<file path="config.mk">
export PLATFORM = sky130hd
export DESIGN_NAME = p1v_reset_ctrl
export DESIGN_NICKNAME = d
export VERILOG_FILES = /design/src/rtl/p1v_reset_pkg.sv /design/src/rtl/p1v_debounce.sv /design/src/rtl/p1v_reset_ctrl.sv
export SDC_FILE = /design/constraint.sdc
export NUM_CORES = 1
export LEC_CHECK = 0
export ABC_AREA = 1
export BUFFER_PORTS_ARGS = -buffer_cell sky130_fd_sc_hd__buf_2
export CAP_MARGIN = 20
export CORE_MARGIN = 1
export CORE_UTILIZATION = 45
export CTS_CLUSTER_DIAMETER = 200
export DETAILED_ROUTE_END_ITERATION = 8
export HOLD_SLACK_MARGIN = 0.03
export PLACE_DENSITY_LB_ADDON = 0.08
export SLEW_MARGIN = 10
export SYNTH_ARGS = -nofsm -noshare
export SYNTH_HDL_FRONTEND = slang
export SYNTH_HIERARCHICAL = 1
export SYNTH_SLANG_ARGS = --single-unit
</file>
<file path="constraint.sdc">
create_clock -name clock_160 -period 2.6 [get_ports clock_160]
set_input_delay 0.13 -clock clock_160 [delete_from_list [all_inputs] [get_ports clock_160]]
set_output_delay 0.13 -clock clock_160 [all_outputs]
set_load 0.01 [all_outputs]
</file>
<file path="src/rtl/p1v_reset_pkg.sv">
// Shared types and constants for the p1v reset sequencer.
// Optional feature macro used by p1v_reset_ctrl: P1V_RESET_DEBOUNCE_EN (button debounce).
package p1v_reset_pkg;

    // Sequencer state: HOLD keeps the core in reset, RUN releases it.
    typedef enum logic {
        ST_HOLD = 1'b0,
        ST_RUN  = 1'b1
    } reset_state_t;

    // Source of the most recent reset; bit 0 = RTS, bit 1 = button.
    typedef enum logic [1:0] {
        CAUSE_POR  = 2'd0,
        CAUSE_RTS  = 2'd1,
        CAUSE_BTN  = 2'd2,
        CAUSE_BOTH = 2'd3
    } reset_cause_t;

    // Default timing for a 160 MHz clock.
    localparam int DEFAULT_RTS_HOLD_CYCLES = 8_000_000;  // 50 ms
    localparam int DEFAULT_DEBOUNCE_CYCLES = 160_000;    // 1 ms
    localparam int DEFAULT_SYNC_STAGES     = 2;

    // Width of an unsigned counter that must hold 0..n; never narrower than 1 bit.
    function automatic int cnt_width(input int n);
        return (n > 0) ? $clog2(n + 1) : 1;
    endfunction

endpackage

</file>
<file path="src/rtl/p1v_debounce.sv">
// Button debouncer: the output follows an already-synchronized input only
// after the input has disagreed with the output for DEBOUNCE_CYCLES
// consecutive cycles. Any return to the current output value restarts the window.
// Instantiated by p1v_reset_ctrl only when P1V_RESET_DEBOUNCE_EN is defined.
module p1v_debounce
    import p1v_reset_pkg::*;
#(
    parameter int DEBOUNCE_CYCLES = DEFAULT_DEBOUNCE_CYCLES
) (
    input  logic clk,
    input  logic rst_n,
    input  logic din_i,
    output logic dout_o
);

    localparam int CNT_W = cnt_width(DEBOUNCE_CYCLES);
    localparam logic [CNT_W-1:0] LAST_CNT =
        CNT_W'((DEBOUNCE_CYCLES > 0) ? (DEBOUNCE_CYCLES - 1) : 0);

    logic             dout_q, dout_d;
    logic [CNT_W-1:0] cnt_q,  cnt_d;

    // Count consecutive cycles of disagreement; flip the output when the window completes.
    always_comb begin
        dout_d = dout_q;
        cnt_d  = '0;
        if (din_i != dout_q) begin
            if ((DEBOUNCE_CYCLES == 0) || (cnt_q == LAST_CNT)) begin
                dout_d = din_i;
            end else begin
                cnt_d = cnt_q + CNT_W'(1);
            end
        end
    end

    // Output and timer registers; output resets to 0 (button reads as pressed).
    always_ff @(posedge clk or negedge rst_n) begin
        if (!rst_n) begin
            dout_q <= 1'b0;
            cnt_q  <= '0;
        end else begin
            dout_q <= dout_d;
            cnt_q  <= cnt_d;
        end
    end

    assign dout_o = dout_q;

endmodule

</file>
<file path="src/rtl/p1v_reset_ctrl.sv">
// Reset sequencer ahead of the p1v core. Synchronizes the Prop Plug RTS line
// and the board button, stretches every release by RTS_HOLD_CYCLES (emulating
// the Prop Plug RC filter) and records which source caused the last reset.
// Optional feature macro: P1V_RESET_DEBOUNCE_EN routes the button through p1v_debounce.
module p1v_reset_ctrl
    import p1v_reset_pkg::*;
#(
    parameter int RTS_HOLD_CYCLES = DEFAULT_RTS_HOLD_CYCLES,
    parameter int DEBOUNCE_CYCLES = DEFAULT_DEBOUNCE_CYCLES,
    parameter int SYNC_STAGES     = DEFAULT_SYNC_STAGES
) (
    input  logic       clock_160,
    input  logic       inp_resn,
    input  logic       rts,
    input  logic       reset,
    output logic       res_resn,
    output logic [1:0] res_cause
);

    localparam int CNT_W = cnt_width(RTS_HOLD_CYCLES);
    localparam logic [CNT_W-1:0] HOLD_INIT = CNT_W'(RTS_HOLD_CYCLES);

    logic [SYNC_STAGES-1:0] rts_sync_q;
    logic [SYNC_STAGES-1:0] btn_sync_q;
    logic                   rts_s;
    logic                   btn_s;
    logic                   rts_req;
    logic                   btn_req;
    logic                   req;

    reset_state_t           state_q, state_d;
    logic [CNT_W-1:0]       cnt_q,   cnt_d;
    reset_cause_t           cause_q, cause_d;
    logic                   res_resn_q;

    // Synchronizer chains; zero reset makes both lines read as requesting reset.
    always_ff @(posedge clock_160 or negedge inp_resn) begin
        if (!inp_resn) begin
            rts_sync_q <= '0;
            btn_sync_q <= '0;
        end else begin
            rts_sync_q <= {rts_sync_q[SYNC_STAGES-2:0], rts};
            btn_sync_q <= {btn_sync_q[SYNC_STAGES-2:0], reset};
        end
    end

    assign rts_s = rts_sync_q[SYNC_STAGES-1];

`ifdef P1V_RESET_DEBOUNCE_EN
    p1v_debounce #(
        .DEBOUNCE_CYCLES (DEBOUNCE_CYCLES)
    ) u_btn_debounce (
        .clk    (clock_160),
        .rst_n  (inp_resn),
        .din_i  (btn_sync_q[SYNC_STAGES-1]),
        .dout_o (btn_s)
    );
`else
    assign btn_s = btn_sync_q[SYNC_STAGES-1];
`endif

    assign rts_req = ~rts_s;
    assign btn_req = ~btn_s;
    assign req     = rts_req | btn_req;

    // Next-state logic: reload while requested, count down after release, capture cause on entry to HOLD.
    always_comb begin
        state_d = state_q;
        cnt_d   = cnt_q;
        cause_d = cause_q;
        case (state_q)
            ST_HOLD: begin
                if (req) begin
                    cnt_d = HOLD_INIT;
                end else if (cnt_q == '0) begin
                    state_d = ST_RUN;
                end else begin
                    cnt_d = cnt_q - CNT_W'(1);
                end
            end
            ST_RUN: begin
                if (req) begin
                    state_d = ST_HOLD;
                    cnt_d   = HOLD_INIT;
                    cause_d = reset_cause_t'({btn_req, rts_req});
                end
            end
            default: begin
                state_d = ST_HOLD;
                cnt_d   = HOLD_INIT;
            end
        endcase
    end

    // State, counter, cause and registered reset output.
    always_ff @(posedge clock_160 or negedge inp_resn) begin
        if (!inp_resn) begin
            state_q    <= ST_HOLD;
            cnt_q      <= HOLD_INIT;
            cause_q    <= CAUSE_POR;
            res_resn_q <= 1'b0;
        end else begin
            state_q    <= state_d;
            cnt_q      <= cnt_d;
            cause_q    <= cause_d;
            res_resn_q <= (state_d == ST_RUN);
        end
    end

    assign res_resn  = res_resn_q;
    assign res_cause = cause_q;

endmodule

</file>
==> impl_metrics.tcl <==
set metrics [dict create \
    status "complete, no violations" \
    p_total_mw 1.13 \
    dpl-instance-area_sq_um 1830 \
    post_drt_wl_per_cell_microns 12.3 \
    cp.arrival_ps 1940 \
    antennaDiodeCount 0 \
    drt-pass1-iter-count 5 \
    powerDensity_nw_per_um2 570 \
    area_delta_synth_final_pct 11.6 \
    num_rows 22 \
    min_period_over_period_pct 68.6 \
    setup_viol 0 \
    fin_skew_ps 6.06 \
    ys_types 27 \
    cp.required_ps 2760 \
    final_common_cell "nand2_1" \
    h-tree-depth 2 \
    antenna_found_initial 0 \
    clk_path_buf_depth 2 \
    ys_top_cells_by_area "dfrtp_1 (33%), nand2_1 (14%), dfstp_2 (10%)" \
    drt_iter0_markers 63 \
    post_cts_resize_count 0 \
    syn_area_sq_um 1770 \
    layout_common_cells "nand2_1 (66), nor2_1 (36), inv_1 (29)" \
    tightest_slew_ps 635 \
    fillers 363 \
    start_util_pct 47.6 \
    clk_latency_ps 280 \
    drc 0 \
    layout.nets 258 \
    drive_above_1_share_pct 16.5 \
    wirelength_mm 3.71 \
    synth.largest_area_cell "dfrtp_1" \
    fp.dieH_microns 64.7 \
    ir_drop_mv 0.298 \
    grt_overflow 0 \
    die_x_microns 64.7 \
    core_area_sq_um 3720 \
    cts.sinks 30 \
    maxSlewHeadroom_pct 57.7 \
    grt_use_total_pct 21.5 \
    max_freq_mhz 561 \
    cts_setup_buffers 0 \
    vias_per_cell 4.94 \
    cp-start-kind "flop" \
    fin_area_sq_um 1970 \
    crit_fanout 19 \
    cts_tree "built" \
    grt_pass1_wl_mm 6.57 \
    place_congestion 0.869 \
    clockRootBuffer "clkbuf_8" \
    ant_nets 0 \
    vias 1493 \
    seq_area_frac_synth_pct 43.0 \
    synth.top_cell.area_share_pct 32.6 \
    cp-end-kind "flop" \
    crit_type "reg2reg" \
    cts_hold_buf 3 \
    numCtsBuffers 5 \
    finalHoldViolations 0 \
    ys_ff_latch 30 \
    grt_pass1_vias 1480 \
    syn-num-nets 246 \
    finalSetupTns_ps 0 \
    max_cap_violations 0 \
    power_leakage_nw 0.988 \
    synth.avg_cell_area_sq_um 7.34 \
    ys_warn_count 6 \
    dieArea_sq_um 4180 \
    timing.hold.ws_ps 351 \
    period_needed_ps 1780 \
    hpwl_mm 2.74 \
    netlist_instances 241 \
    io_pins 7 \
    hold_path.class "reg2reg" \
    rsz0062_at_grt "no" \
    portBuffers 6 \
    timing.final.max_slew_violations 0 \
    grt_max_degree 31 \
    path_clk_slew_ps 60 \
]
==> worst paths after layout <==
path	to	slack [ps]	from	cells after the start
hold reg to reg	rts_sync_q[1]	350	rts_sync_q[0]	0
min in group asynchronous	cnt_q[16]	410	inp_resn	2
setup / recovery	cnt_q[8]	820	cnt_q[0]	9
hold / removal	rts_sync_q[1]	350	rts_sync_q[0]	0
setup reg to reg	cnt_q[8]	820	cnt_q[0]	9
max in group asynchronous	cnt_q[8]	1780	inp_resn	2
==> stage by stage <==
stage                     setup WS [ps]  util, %  std cells
after detailed placement            818     49.2        291
after global placement              839     49.2        291
after CTS                           814     53.1        302
after global routing                633     53.1        302
final                               817     53.1        302
after floorplan                    1100        -        241
==> synthesized netlist by cell type <==
library cell / number
o22ai_2: 1
nand3_1: 21
buf_2: 1
or2_2: 1
o21bai_1: 3
o21ai_2: 3
clkbuf_1: 1
a22oi_2: 1
o21ai_0: 12
inv_2: 1
nor2_2: 8
dfstp_2: 7
nor2_1: 36
a21oi_1: 1
nor3_1: 4
ha_1: 1
nand3b_1: 1
dfrtp_1: 23
nand2_4: 2
nand4_1: 7
xor2_1: 4
buf_6: 2
nand2_1: 66
inv_1: 29
nand2_2: 3
nor2_4: 1
nand3_2: 1
==> where the power goes <==
group          total (mW)  switching (mW)  internal (mW)  leakage (nW)
Clock               0.483           0.171          0.312        0.0585
Sequential          0.498          0.0141          0.484         0.381
Combinational       0.144          0.0980         0.0465         0.549
Total                1.13           0.283          0.843         0.988
==> critical path, stage by stage (launching register included) <==
cell and delay [ps]:
dfrtp_1 370, inv_1 100, ha_1 210, nand2_2 130
nor2_2 140, nand3_2 100, nand2_4 140, nand2_4 180
inv_2 180, o21ai_0 110
==> registers in the layout (all words and copies together), names as in the netlist <==
register,flops
cnt_q,23
btn_sync_q,2
res_cause,2
rts_sync_q,2
res_resn,1
==> cell type report <==
cell class	count	area [sq um]	area share (%)
timing repair buffer	9	60.1	3.04
clock buffer	7	86.3	4.38
multi-input combinational	177	865	43.8
inverter	30	113	5.71
clock inverter	1	30.0	1.52
sequential	30	759	38.5
tap	48	60.1	3.04
==> routing by layer <==
metal,track usage [%],routed length (microns),part of all wire [%]
met1,25.8,1770,48
met2,34.9,1700,46
met3,7.04,158,4.3
met4,10.0,82,2.2
met5,0,0,0
==> cells by family (layout without fill, tap and decap cells) <==
logic type,count (synthesis),in the layout,synth area share [%]
and+or+nand+nor,151,151,38.4
buffers and inverters,34,47,8.14
DFF,30,30,43.0
AOI/OAI and AO/OA,21,21,7.86
xor gates and xnor gates,4,4,1.98
adders and majority gates,1,1,0.708
(Power assumes the default switching activity.)
